[config.mk]
export PLATFORM = sky130hd
export DESIGN_NAME = fp_add_seq
export DESIGN_NICKNAME = d
export VERILOG_FILES = /design/src/rtl/fp_add_seq.sv
export SDC_FILE = /design/constraint.sdc
export NUM_CORES = 1
export LEC_CHECK = 0
export CAP_MARGIN = 20
export CORE_MARGIN = 2
export CORE_UTILIZATION = 55
export CTS_BUF_LIST = sky130_fd_sc_hd__clkbuf_4
export DETAILED_ROUTE_END_ITERATION = 16
export GPL_TIMING_DRIVEN = 0
export PLACE_DENSITY = 0.78
export SLEW_MARGIN = 20
export SYNTH_ARGS = -nofsm -noshare
export SYNTH_HDL_FRONTEND = slang
export SYNTH_SLANG_ARGS = --single-unit
[constraint.sdc]
create_clock -name clk -period 14 [get_ports clk]
set_clock_uncertainty 0.15 [all_clocks]
set_input_delay 2.8 -clock clk [delete_from_list [all_inputs] [get_ports clk]]
set_output_delay 2.8 -clock clk [all_outputs]
set_load 0.005 [all_outputs]
[src/rtl/fp_add_seq.sv]
// Multi-cycle IEEE-754 single-precision adder: one operand pair per handshake,
// stepping compare/swap, serial alignment, add/sub and serial normalization.
module fp_add_seq (
   input  logic        clk,
   input  logic        rst,
   input  logic        in_valid,
   output logic        in_ready,
   input  logic [31:0] a,
   input  logic [31:0] b,
   output logic        out_valid,
   input  logic        out_ready,
   output logic [31:0] result
);

   typedef enum logic [2:0] {IDLE, CMP, ALIGN, ADD, NORM, DONE} state_t;

   state_t      state, state_next;

   logic [31:0] a_q, b_q;
   logic        sign, sub;
   logic [7:0]  exp_q, diff;
   logic [23:0] man_a, man_b;
   logic [24:0] sum;

   // Compare/swap view of the latched operands.
   logic [7:0]  ea, eb, cmp_diff;
   logic [23:0] ma, mb;
   logic        swap, special;

   always_comb begin
      ea       = a_q[30:23];
      eb       = b_q[30:23];
      ma       = (ea == 8'd0) ? 24'd0 : {1'b1, a_q[22:0]};
      mb       = (eb == 8'd0) ? 24'd0 : {1'b1, b_q[22:0]};
      swap     = {eb, mb} > {ea, ma};
      special  = (ea == 8'hFF) || (eb == 8'hFF);
      cmp_diff = swap ? (eb - ea) : (ea - eb);
   end

   // A shift that lands on a normalized (or underflowing) value finishes in
   // the same cycle, so NORM occupies max(shifts, 1) cycles.
   logic [7:0]  exp_inc, exp_dec;
   logic        norm_done;
   logic [31:0] norm_res;

   always_comb begin
      // NOTE: every combinational output gets a default first so no path can
      // leave it unassigned and infer a latch.
      exp_inc   = exp_q + 8'd1;
      exp_dec   = exp_q - 8'd1;
      norm_done = 1'b1;
      norm_res  = 32'h0000_0000;
      if (sum == 25'd0)
         norm_res = 32'h0000_0000;
      else if (sum[24])
         norm_res = (exp_inc == 8'hFF) ? {sign, 8'hFF, 23'h0} : {sign, exp_inc, sum[23:1]};
      else if (sum[23])
         norm_res = {sign, exp_q, sum[22:0]};
      else if (exp_q == 8'd1)
         norm_res = {sign, 31'h0};
      else if (sum[22])
         norm_res = {sign, exp_dec, sum[21:0], 1'b0};
      else if (exp_dec == 8'd1)
         norm_res = {sign, 31'h0};
      else
         norm_done = 1'b0;
   end

   always_comb begin
      state_next = state;
      case (state)
         IDLE:    if (in_valid) state_next = CMP;
         CMP: begin
            if (special)                state_next = DONE;
            else if (cmp_diff == 8'd0)  state_next = ADD;
            else                        state_next = ALIGN;
         end
         ALIGN:   if (diff >= 8'd24 || diff == 8'd1) state_next = ADD;
         ADD:     state_next = NORM;
         NORM:    if (norm_done) state_next = DONE;
         DONE:    if (out_ready) state_next = IDLE;
         default: state_next = IDLE;
      endcase
   end

   // NOTE: registers are updated with non-blocking assignments so every
   // flop samples pre-edge values regardless of statement order.
   always_ff @(posedge clk or posedge rst) begin
      if (rst) state <= IDLE;
      else     state <= state_next;
   end

   always_ff @(posedge clk or posedge rst) begin
      if (rst) begin
         a_q    <= '0;
         b_q    <= '0;
         sign   <= 1'b0;
         sub    <= 1'b0;
         exp_q  <= '0;
         diff   <= '0;
         man_a  <= '0;
         man_b  <= '0;
         sum    <= '0;
         result <= '0;
      end else begin
         case (state)
            IDLE: begin
               if (in_valid) begin
                  a_q <= a;
                  b_q <= b;
               end
            end
            CMP: begin
               if (special) result <= 32'h7FC0_0000;
               sign  <= swap ? b_q[31] : a_q[31];
               sub   <= a_q[31] ^ b_q[31];
               exp_q <= swap ? eb : ea;
               diff  <= cmp_diff;
               man_a <= swap ? mb : ma;
               man_b <= swap ? ma : mb;
            end
            ALIGN: begin
               // Truncating alignment: bits shifted past the LSB are dropped.
               if (diff >= 8'd24) begin
                  man_b <= '0;
                  diff  <= '0;
               end else begin
                  man_b <= man_b >> 1;
                  diff  <= diff - 8'd1;
               end
            end
            ADD: begin
               sum <= sub ? ({1'b0, man_a} - {1'b0, man_b})
                          : ({1'b0, man_a} + {1'b0, man_b});
            end
            NORM: begin
               if (norm_done) begin
                  result <= norm_res;
               end else begin
                  sum   <= {sum[23:0], 1'b0};
                  exp_q <= exp_dec;
               end
            end
            default: ;
         endcase
      end
   end

   assign in_ready  = (state == IDLE);
   assign out_valid = (state == DONE);

endmodule

==> impl_metrics.csv <==
group,metric,value,unit
die,dieWidth,154.0,um
sta,worstMarginPinSlew,915.7,ps
setup_path,cpMostUsedCell,"o21ai_0",
synth,syn_area,12370,um2
clock_network,cts_tree,"done",
die,pin_count,102,
setup_path,critPathKind,"reg -> reg",
cells_and_area,fillerInstances,1901,
clock_network,numCtsBuffers,17,
setup_path,critPathSlowestCell,"a311oi_1",
setup_path,slowest_delay,650,ps
clock_network,cts.htree.levels,4,
die,die_h,154.0,um
global_route,grt_first_pass_wirelength,54.05,mm
sta,fin_crit,5129,ps
synth,yosysUniqueCellTypes,65,
cells_and_area,seqCellArea,4755,um2
synth,synth_fa_ha_area_share,7.666,%
synth,seq_area_frac_synth,38.43,%
synth,postSynth.asyncResetShare,100.0,%
min_path,worstHoldPathCells,1,
clock_network,cts-root-buf,"clkbuf_4",
synth,synthMuxAreaShare,5.522,%
setup_path,cp-end-kind,"register",
global_route,grt_pass1_vias,10530,
synth,yosys.area.top_type_share,38.43,%
setup_path,worstPathCellList,"nor4_1 -> nand2_1 -> clkbuf_1 -> nand2_1 -> inv_1 -> ha_1 -> a211oi_1 -> o21ai_0 -> a311oi_1 -> a311oi_1 -> o21ai_0 -> buf_2 -> buf_2 -> buf_1 -> nor2_1 -> a31oi_1 -> o21ai_0",
detailed_routing,first_pass_iters,6,
clock_network,postCtsHoldBufs,0,
global_route,grt_max_degree,102,
global_route,grt_util_all_layers,28.25,%
synth,netlist_instances,1466,
clock_network,cts_resized,0,
cells_and_area,syn_to_final_growth,13.55,%
detailed_routing,drt-total-wl,32.94,mm
sta,min_period_over_period,36.63,%
synth,synth.area.top_cells,"dfrtp_1 (38%), ha_1 (7.2%), nand2_1 (6.6%)",
synth,synth_top_family_by_area,"compound AO/OA/AOI/OAI gates",
clock_network,cts_buffer_depth,2,
place,dp_hpwl,25.67,mm
global_route,antenna_found_initial,1,
min_path,hold_class,"reg -> reg",
synth,synth.top_cells.by_count,"nand2_1 (218), dfrtp_1 (190), a21oi_1 (157)",
setup_path,ff2ff_path_depth,17,
synth,ys.flop_type,"dfrtp_1",
sta,fmax,195.0,MHz
setup_path,cp.required,14320,ps
sta,rsz0062_at_grt,"no",
synth,syn_avg_cell_area,8.439,um2
setup_path,startpoint_type,"register",
die,start_util,56.34,%
sta,finalHoldViolations,0,
detailed_routing,avgViaCountPerCell,5.954,
synth,yosys.area_share.simple,17.48,%
detailed_routing,drt_iter0_markers,839,
synth,yosysMostFrequentCell,"nand2_1",
synth,syn-num-nets,1608,
synth,synth_edf_count,0,
synth,synth_xor_area_share,3.894,%
synth,ys_ff_latch,190,
synth,synth.largest_area_cell,"dfrtp_1",
detailed_routing,via_count,11200,
die,fp.dieArea,23710,um2
cells_and_area,multiInputGateArea,7003,um2
synth,synth_compound_area_share,22.05,%
clock_network,cts_setup_buffers,0,
sta,finalSetupViolCount,0,
detailed_routing,antenna_left,0,
cells_and_area,final_layout_size_suffix_gt1_share,7.187,%
global_route,grt_remaining_overflow,0,
place,gp_congestion,0.9336,
clock_network,cts_sinks,190,
place,io_buffers,101,
sta,relSlewSlack,38.31,%
die,core_area,21960,um2
sta,fin_setup_tns,0,ps
sta,slew_viol_final,0,
run_status,status,"complete, no violations",
clock_network,worstSkewPairLatency,600,ps
setup_path,cp_max_fo,10,
detailed_routing,drc,0,
clock_network,clk_pin_slew,170,ps
synth,yosysWarningCount,0,
detailed_routing,wire_per_inst,17.51,um
run,drv_cap,0,
setup_path,worstPathArrival,5450,ps
cells_and_area,nNetsFinal,1729,
die,rows,54,
[state kept, by name (all words and copies together) (netlist names)]
| name | count |
|---|---|
| diff | 8 |
| b_q | 32 |
| man_b | 24 |
| sign | 1 |
| man_a | 24 |
| exp_q | 8 |
| state | 3 |
| sum | 25 |
| result | 32 |
| sub | 1 |
| a_q | 32 |
[critical path: cells and delay by family (launching register included)]
family	cells	cell delay (ps)
AO/OA/AOI/OAI	7	1590
buffers and inverters	5	1370
AND/OR/NAND/NOR	4	1080
flip-flops	1	500
adder cells (fa/ha/maj)	1	310
[logic make-up (layout without fill, tap and decap cells)]
group / count (synthesis) / after routing
muxes: 62 / 62
adders and majority gates: 74 / 74
and+or+nand+nor: 485 / 485
other: 0 / 1
DFF: 190 / 190
buffers and inverters: 158 / 292
AOI/OAI and AO/OA: 442 / 442
xor gates and xnor gates: 55 / 55
[placed cells by master (no fill, tap or decap), types with 40 or more instances in the layout]
cell             count
ha_1                71
clkdlybuf4s50_1    101
a21oi_1            157
xnor2_1             43
inv_1               62
dfrtp_1            190
nand2_1            218
nor2_1             138
a31oi_1             40
mux2_2              50
o21ai_0            123
clkbuf_1            73
[path summary, 6_finish.rpt]
check | start | to | slack (ps)
worst max register to register | b_q[24] | man_a[18] | 8870
worst min-delay path | result[26] | result[26] | 360
worst max-delay path | b_q[24] | man_a[18] | 8870
worst min register to register | result[26] | result[26] | 360
max in group asynchronous | rst | a_q[9] | 10230
min in group asynchronous | rst | result[25] | 2540
[stage by stage]
stage               setup slack (ps)  hold WS (ps)  area [um2]  cells  util, %
finish                          8871         361.0       14050   1881    63.98
global route                    8511         384.5       14050   1881    63.98
CTS                             8920         362.9       14050   1880    63.97
detailed placement              8559         330.6       13770   1848    62.70
global placement                3476         322.0       13730   1847    62.54
floorplan                       5880         300.2       12370   1466        -
[layout make-up]
cell class	count	area share, %
Sequential cell	190	33.84
Clock inverter	15	1.069
Timing Repair Buffer	102	7.392
Buffer	95	2.690
Inverter	63	1.737
Antenna cell	1	0.01781
Clock buffer	17	0.9084
Tap cell	280	2.494
Multi-Input combinational cell	1118	49.85
[metal layers]
metal,GRT usage [%],share of wire (%),wire [um]
met5,0,0,0
met1,38.80,45,14930
met4,8.545,2.5,830
met3,3.495,4.8,1579
met2,47.09,47,15600
Power is left out: the tool's default activity adds up to more than one toggle a clock period on the data nets, which glitch-free logic cannot reach.
